[config.mk]
export PLATFORM = sky130hd
export DESIGN_NAME = tlb_assoc
export DESIGN_NICKNAME = d
export VERILOG_FILES = /design/src/rtl/tlb_assoc.sv
export SDC_FILE = /design/constraint.sdc
export NUM_CORES = 1
export LEC_CHECK = 0
export CAP_MARGIN = 20
export CORE_MARGIN = 10
export CORE_UTILIZATION = 63
export CTS_CLUSTER_DIAMETER = 200
export DETAILED_ROUTE_END_ITERATION = 7
export PLACE_DENSITY = 0.95
export SYNTH_ARGS = -nofsm -noshare
export SYNTH_HDL_FRONTEND = slang
export SYNTH_SLANG_ARGS = --single-unit
[constraint.sdc]
create_clock -name clk -period 8.4 [get_ports clk]
set_clock_uncertainty 0.2 [all_clocks]
set_input_delay 1.68 -clock clk [delete_from_list [all_inputs] [get_ports clk]]
set_output_delay 1.68 -clock clk [all_outputs]
set_load 0.01 [all_outputs]
[src/rtl/tlb_assoc.sv]
// Fully-associative TLB: single-cycle hits, table-walk fill on miss with
// lowest-free / round-robin victim selection, flush with stale-fill guard.
module tlb_assoc #(
    parameter int ENTRIES   = 8,
    parameter int ADDR_W    = 32,
    parameter int PAGE_BITS = 12
) (
    input  logic                      clk,
    input  logic                      reset,
    input  logic                      in_en,
    input  logic [ADDR_W-1:0]         in_mva,
    input  logic                      in_flush,
    output logic                      out_valid,
    output logic [ADDR_W-1:0]         out_paddr,
    output logic                      out_fault,
    output logic                      out_busy,
    output logic                      out_walk_req,
    output logic [ADDR_W-1:0]         out_walk_mva,
    input  logic                      in_walk_done,
    input  logic                      in_walk_fault,
    input  logic [ADDR_W-PAGE_BITS-1:0] in_walk_pfn
);

    localparam int VPN_W = ADDR_W - PAGE_BITS;
    localparam int IDX_W = $clog2(ENTRIES);

    typedef enum logic [1:0] {
        ST_IDLE,
        ST_WALK,
        ST_RESP
    } state_t;

    state_t state_q, state_d;

    logic [ENTRIES-1:0] valid_q;
    logic [VPN_W-1:0]   vpn_q [ENTRIES];
    logic [VPN_W-1:0]   pfn_q [ENTRIES];
    logic [IDX_W-1:0]   rr_ptr_q;

    logic [ADDR_W-1:0]  mva_q;
    logic [VPN_W-1:0]   walk_pfn_q;
    logic               walk_fault_q;
    logic               stale_q;

    logic [VPN_W-1:0]   req_vpn;
    logic               hit;
    logic [IDX_W-1:0]   hit_idx;
    logic               have_free;
    logic [IDX_W-1:0]   free_idx;
    logic [IDX_W-1:0]   victim_idx;
    logic               lookup_hit;
    logic               fill_en;

    assign req_vpn = in_mva[ADDR_W-1:PAGE_BITS];

    // NOTE: every always_comb output gets a default first so no latch is inferred.
    always_comb begin
        hit     = 1'b0;
        hit_idx = '0;
        for (int i = 0; i < ENTRIES; i++) begin
            if (valid_q[i] && vpn_q[i] == req_vpn && !hit) begin
                hit     = 1'b1;
                hit_idx = IDX_W'(i);
            end
        end
    end

    // Scan downward so the lowest-index free slot is the one that sticks.
    always_comb begin
        have_free = 1'b0;
        free_idx  = '0;
        for (int i = ENTRIES - 1; i >= 0; i--) begin
            if (!valid_q[i]) begin
                have_free = 1'b1;
                free_idx  = IDX_W'(i);
            end
        end
    end

    assign victim_idx = have_free ? free_idx : rr_ptr_q;

    // A flush coinciding with a lookup wins, so the lookup is handled as a miss.
    assign lookup_hit = in_en && hit && !in_flush;

    assign fill_en = (state_q == ST_WALK) && in_walk_done && !in_walk_fault
                     && !stale_q && !in_flush && !reset;

    always_comb begin
        state_d = state_q;
        unique case (state_q)
            ST_IDLE: if (in_en && !lookup_hit) state_d = ST_WALK;
            ST_WALK: if (in_walk_done)         state_d = ST_RESP;
            ST_RESP:                           state_d = ST_IDLE;
            default:                           state_d = ST_IDLE;
        endcase
    end

    always_ff @(posedge clk) begin
        if (reset) begin
            state_q      <= ST_IDLE;
            valid_q      <= '0;
            rr_ptr_q     <= '0;
            mva_q        <= '0;
            walk_pfn_q   <= '0;
            walk_fault_q <= 1'b0;
            stale_q      <= 1'b0;
            out_valid    <= 1'b0;
            out_paddr    <= '0;
            out_fault    <= 1'b0;
        end else begin
            state_q   <= state_d;
            out_valid <= 1'b0;
            out_fault <= 1'b0;

            if (state_q == ST_IDLE && in_en) begin
                if (lookup_hit) begin
                    out_valid <= 1'b1;
                    out_paddr <= {pfn_q[hit_idx], in_mva[PAGE_BITS-1:0]};
                end else begin
                    mva_q   <= in_mva;
                    stale_q <= 1'b0;
                end
            end

            if (state_q == ST_WALK) begin
                if (in_walk_done) begin
                    walk_pfn_q   <= in_walk_pfn;
                    walk_fault_q <= in_walk_fault;
                end
                if (in_flush) stale_q <= 1'b1;
            end

            if (state_q == ST_RESP) begin
                out_valid <= 1'b1;
                out_fault <= walk_fault_q;
                out_paddr <= walk_fault_q ? '0 : {walk_pfn_q, mva_q[PAGE_BITS-1:0]};
            end

            if (fill_en) begin
                valid_q[victim_idx] <= 1'b1;
                if (!have_free) rr_ptr_q <= rr_ptr_q + 1'b1;
            end

            if (in_flush) begin
                valid_q  <= '0;
                rr_ptr_q <= '0;
            end
        end
    end

    // NOTE: tag/frame storage is not reset; valid_q alone qualifies every entry.
    always_ff @(posedge clk) begin
        if (fill_en) begin
            vpn_q[victim_idx] <= mva_q[ADDR_W-1:PAGE_BITS];
            pfn_q[victim_idx] <= in_walk_pfn;
        end
    end

    assign out_busy     = (state_q != ST_IDLE);
    assign out_walk_req = (state_q == ST_WALK);
    assign out_walk_mva = mva_q;

endmodule

==> results of run 1 <==
[final timing paths]
check / slack, ns / startpoint / end / cells after the start
setup / recovery: 2.38 / in_mva[31] / out_paddr[13] / 10
hold / removal: 0.26 / walk_pfn_q[10] / walk_pfn_q[10] / 2
setup reg to reg: 3.58 / state_q[0] / vpn_q[4][8] / 7
hold reg to reg: 0.26 / walk_pfn_q[10] / walk_pfn_q[10] / 2
[cells in the mapped netlist (3+ instances only)]
library cell / n / area [um2]
buf_4: 13 / 97.6
o211ai_1: 3 / 22.5
and4_1: 6 / 52.6
dfxtp_1: 101 / 2020
buf_2: 18 / 90.1
a21oi_1: 57 / 285
o221ai_1: 20 / 175
xnor2_2: 8 / 130
or2_1: 3 / 18.8
nor3_1: 13 / 65.1
or3_1: 3 / 18.8
nor4_1: 14 / 87.6
a21o_1: 19 / 143
a221oi_1: 19 / 166
a22o_1: 19 / 166
nand3_1: 17 / 85.1
nor2_1: 64 / 240
nand2b_1: 8 / 50.1
or2_2: 3 / 18.8
nand2_1: 107 / 402
buf_6: 12 / 135
nor2b_1: 3 / 18.8
or4_1: 4 / 30.0
xnor2_1: 131 / 1150
xor2_1: 22 / 193
a22oi_1: 4 / 30.0
a211oi_1: 14 / 105
nand4_1: 58 / 363
o21a_1: 8 / 60.1
mux2i_1: 50 / 500
edfxtp_1: 320 / 9610
nor3b_1: 15 / 113
o22ai_1: 18 / 113
a211o_1: 3 / 26.3
inv_1: 6 / 22.5
o21ai_0: 5 / 25.0
clkbuf_1: 25 / 93.8
[cell families after synthesis]
kind of cell	Yosys count	share of synthesized area, %
adder cells (fa/ha/maj)	1	0.0727
flip-flops	421	67.5
XOR/XNOR	161	8.54
AND/OR/NAND/NOR	331	9.78
multiplexers	51	2.97
AO/OA/AOI/OAI	206	8.49
buffers and inverters	76	2.59
[power breakdown]
part	switching (W)	internal [W]	total, W
Sequential	0.0000313	0.00226	0.00229
Clock	0.000775	0.00110	0.00188
Combinational	0.000142	0.0000977	0.000240
[sequential cells by signal (all words and copies together), names as in the netlist]
| name | flops |
|---|---|
| pfn_q | 160 |
| vpn_q | 160 |
| out_paddr | 32 |
| out_walk_mva | 32 |
| walk_pfn_q | 20 |
| valid_q | 8 |
| rr_ptr_q | 3 |
| state_q | 2 |
| out_fault | 1 |
| out_valid | 1 |
| stale_q | 1 |
| walk_fault_q | 1 |
[metal layers]
metal | routed length (um) | GRT usage, % | share of wire, %
met5 | 0 | 0 | 0
met4 | 1900 | 11.2 | 3.9
met3 | 6750 | 7.82 | 14
met2 | 22900 | 44.5 | 47
met1 | 17500 | 36.0 | 36
[cell type report]
| class | instances | share of cell area [%] |
|---|---|---|
| inverters | 7 | 0.131 |
| well taps | 341 | 2.13 |
| clock inverters | 15 | 0.998 |
| clock buffers | 63 | 5.89 |
| multi-input cells | 750 | 26.0 |
| repair buffers | 140 | 6.81 |
| flip-flops and latches | 421 | 58.0 |
[critical path, stage by stage]
cell and delay (ns):
clkdlybuf4s50_1 0.84, xnor2_1 0.48, nand4_1 0.15, nor4_1 0.79, nand2_1 0.27, nor4bb_1 0.25
nand2_1 0.82, o221ai_1 0.32, a211o_1 0.32, o31ai_1 0.32
[per-stage QoR]
stage	setup WS (ns)	cell area, um2	total power (W)
floorplan	2.72	17200	0.00245
global placement	2.30	18700	0.00255
detailed placement	2.16	18700	0.00256
CTS	2.62	20000	0.00439
global route	2.31	20100	0.00451
finish	2.38	20100	0.00441
[cell usage in the layout, fill, tap and decap left out, types with 18 or more instances in the layout]
cell / count
xnor2_1: 131
nand4_1: 58
a22o_1: 19
mux2i_1: 50
edfxtp_1: 320
a21o_1: 19
a221oi_1: 19
dfxtp_1: 101
nor2_1: 58
clkbuf_16: 43
a21oi_1: 56
xor2_1: 22
nand2_1: 107
o22ai_1: 18
clkdlybuf4s50_1: 124
o221ai_1: 20
==> results_dict.tcl, run 1 <==
set metrics [dict create \
    run_status "completed" \
    antenna_cells 0 \
    slew_headroom_pct 20.8 \
    rsz0062_at_grt "no" \
    area_growth_pct 16.5 \
    final-hold-violation-count 0 \
    overflow 0 \
    clk_pin_slew_worst_paths_ns 0.06 \
    nFillCells 1499 \
    critical_path_class "primary input to flip-flop" \
    power.leakage_nw 6.70 \
    arrival_ns 6.25 \
    syn_inst 1247 \
    finalSetupTns_ns 0 \
    multi_input_area_um2 5220 \
    vias 11900 \
    vias_per_cell 6.86 \
    holdWs_ns 0.259 \
    period_minus_slack_ns 6.02 \
    die_w_um 185 \
    wire_per_inst_um 28.2 \
    dp.cells 1658 \
    cts_tree "built" \
    numCtsBuffers 42 \
    clock-sinks 421 \
    drc 0 \
    portBuffers 125 \
    first_pass_iters 6 \
    htreeDepth 2 \
    ioPinCount 126 \
    yosysSeqAreaShare_pct 67.5 \
    clockBufferDepth 3 \
    ant_nets 0 \
    powerDensity_nw_per_um2 220 \
    drtIter0Drc 1700 \
    cts_root_buf "clkbuf_16" \
    end_kind "flip-flop" \
    worst_ep_required_time_ns 8.63 \
    final_util_pct 74.4 \
    wirelength_mm 49.0 \
    setup_violations 0 \
    grtUsageTotal_pct 28.1 \
    antenna_found_initial 0 \
    hold_buffers 0 \
    synth.distinct_cells 65 \
    postCtsResizedCells 0 \
    grt_pass1_wl_mm 72.5 \
    final-max-slew-violation-count 0 \
    max-vdd-ir-drop_v 0.000198 \
    clk_latency_ns 0.55 \
    die_area_um2 34300 \
    tightest_slew_ns 1.19 \
    async_flop_share_pct 0 \
    synth-main-ff-cell "edfxtp_1" \
    place.gp.congestion 0.972 \
    drive_gt1_share_pct 7.59 \
    grt_start_max_net_pins 70 \
    synth_edf_count 320 \
    synth_warnings 0 \
    drv_cap 0 \
    core-area_um2 27000 \
    regArea_um2 11600 \
    post_cts_buffers 0 \
    dp_hpwl_mm 30.2 \
    std_cell_rows 60 \
    netlist_area_um2 17200 \
    fmax_ghz 0.166 \
    ys_ff_latch 421 \
    nets 1421 \
    fin_crit_sh_pct 71.7 \
    start_util_pct 63.9 \
    fin_cells 1737 \
    syn_avg_cell_area_um2 13.8 \
    hold_path.class "flip-flop to flip-flop" \
    synth_nets 1306 \
    cp-start-kind "primary input" \
    grt_pass1_vias 11900 \
    die_h_um 185 \
    critPathMaxFanout 20 \
]
Note: power is estimated with default switching activity, not from simulation.
==> inputs of run 2 (changes only) <==
- CORE_UTILIZATION: 63 -> 53
- PLACE_DENSITY: 0.95 -> 0.86
- clock period: 8.4 -> 5.4 ns (I/O delays scaled with it)
==> run 2 against run 1 <==
Net effect:
- die area rose by 17%
- critical path depth rose by 2
- cell count rose by 7.7%
- register-to-register slack got worse by 1.8 ns
- first-iteration DRC count decreased by 15%
- via count down 1.5%
- worst setup slack worse by 1.6 ns
- non-clock buffer count grew 40
- largest cell class unchanged
- largest power group unchanged
- sequential share of layout area fell by 1.5 points
- combinational power increased by 61%
- routed wire length shrank 1.8%
- critical endpoint is now out_paddr[29]
- sequential cell count is the same
==> results_dict.tcl, run 2 (synthesized netlist as in run 1, its figures left out) <==
set metrics [dict create \
    clk_pin_slew_worst_paths_ns 0.06 \
    dp_hpwl_mm 31.4 \
    finalSetupTns_ns 0 \
    fin_ws_ns 0.768 \
    vias_per_cell 6.28 \
    antenna_found_initial 2 \
    ioPinCount 126 \
    clock-sinks 421 \
    largest_registers "pfn_q x160, vpn_q x160" \
    grt_start_max_net_pins 75 \
    first_pass_iters 5 \
    place_area_um2 19200 \
    fmax_ghz 0.216 \
    grt_pass1_vias 11600 \
    tightest_slew_ns 0.988 \
    std_cell_rows 65 \
    numCtsBuffers 41 \
    cp-start-kind "primary input" \
    hold_buffers 0 \
    worst_ep_required_time_ns 5.68 \
    max-vdd-ir-drop_v 0.000249 \
    die_area_um2 40100 \
    post_cts_buffers 0 \
    clockBufferDepth 3 \
    grtUsageTotal_pct 23.2 \
    fin_crit_sh_pct 85.8 \
    postCtsResizedCells 0 \
    run_status "completed" \
    clk_latency_ns 0.54 \
    arrival_ns 4.91 \
    layout_commonest_cell "edfxtp_1" \
    ant_nets 0 \
    hold_path.class "flip-flop to flip-flop" \
    setup_violations 0 \
    period_minus_slack_ns 4.63 \
    drtIter0Drc 1442 \
    portBuffers 125 \
    rsz0062_at_grt "no" \
    nets 1460 \
    vias 11700 \
    drc 0 \
    wire_per_inst_um 25.7 \
    start_util_pct 54.1 \
    cts_tree "built" \
    final-hold-violation-count 0 \
    core-area_um2 31800 \
    die_w_um 200 \
    wirelength_mm 48.1 \
    final_cell_mix "320 x edfxtp_1, 131 x xnor2_1, 124 x clkdlybuf4s50_1" \
    die_h_um 200 \
    overflow 0 \
    drive_gt1_share_pct 10.3 \
    power.leakage_nw 6.93 \
    area_growth_pct 19.5 \
    preCtsSetupSlack_ns 0.362 \
    powerDensity_nw_per_um2 331 \
    post-route-cell-area_um2 20600 \
    critical_path_class "primary input to flip-flop" \
    slew_headroom_pct 34.1 \
    htreeDepth 2 \
    final-max-slew-violation-count 0 \
    drv_cap 0 \
    place.gp.congestion 1.06 \
    grt_pass1_wl_mm 72.4 \
    end_kind "flip-flop" \
    cts_root_buf "clkbuf_16" \
    critPathMaxFanout 27 \
]
## run 2: cell count changes in the layout (fill, tap and decap cells not counted)
cell	delta
clkbuf_8	+2
bufinv_16	-1
buf_16	+1
clkinv_1	+5
clkbuf_1	-8
clkinv_8	-2
buf_12	+9
inv_6	+2
diode_2	+1
clkinv_4	-1
clkinvlp_4	+1
buf_4	+31
buf_8	-1
## run 2: worst paths after layout
path                  start             end  slack [ns]  cells after the start
min          walk_pfn_q[10]  walk_pfn_q[10]        0.26                      2
max reg2reg    vpn_q[2][14]   out_paddr[29]        1.76                     10
min reg2reg  walk_pfn_q[10]  walk_pfn_q[10]        0.26                      2
max              in_mva[24]   out_paddr[29]        0.77                     12
## run 2: report_power, final
part | switching [W] | leakage [nW] | internal [W]
Clock | 0.00119 | 0.656 | 0.00167
Combinational | 0.000222 | 2.60 | 0.000165
Sequential | 0.0000450 | 3.67 | 0.00351
## run 2: layout make-up
type | instances | area [um2]
sequential | 421 | 11600
fill | 2146 | 11200
multi-input combinational | 750 | 5220
timing repair buffer | 180 | 1790
clock buffer | 57 | 1180
tap | 435 | 544
clock inverter | 19 | 173
inverter | 7 | 26.3
antenna | 1 | 2.50
## run 2: critical path, stage by stage
cell and delay [ns]:
clkdlybuf4s50_1 0.63, buf_4 0.27, xnor2_1 0.37, nor4b_1 0.31, nand4_1 0.15, or3_1 0.43
a311oi_1 0.32, o32a_2 0.46, buf_12 0.26, a21oi_1 0.11, a221oi_1 0.32, a21o_1 0.17
## run 2: metal layers
layer  track usage, %  share of wire [%]
met2             36.0                 46
met4             7.93                2.8
met1             31.6                 40
met5                0              0.017
met3             5.22                 11
## run 2: stage by stage
stage | instances | hold WS [ns] | util (%) | power, W
floorplan | 1247 | 0.237 | - | 0.00381
global placement | 1791 | 0.242 | 60.3 | 0.00399
detailed placement | 1792 | 0.247 | 60.3 | 0.00400
CTS | 1868 | 0.259 | 64.6 | 0.00681
global route | 1870 | 0.276 | 64.7 | 0.00698
finish | 1870 | 0.258 | 64.7 | 0.00680
==> inputs of run 3 (changes only) <==
- HOLD_SLACK_MARGIN: unset -> 0.03
==> results of run 3 <==
Same layout as run 2: the final DEF is identical, and so are final timing and power.
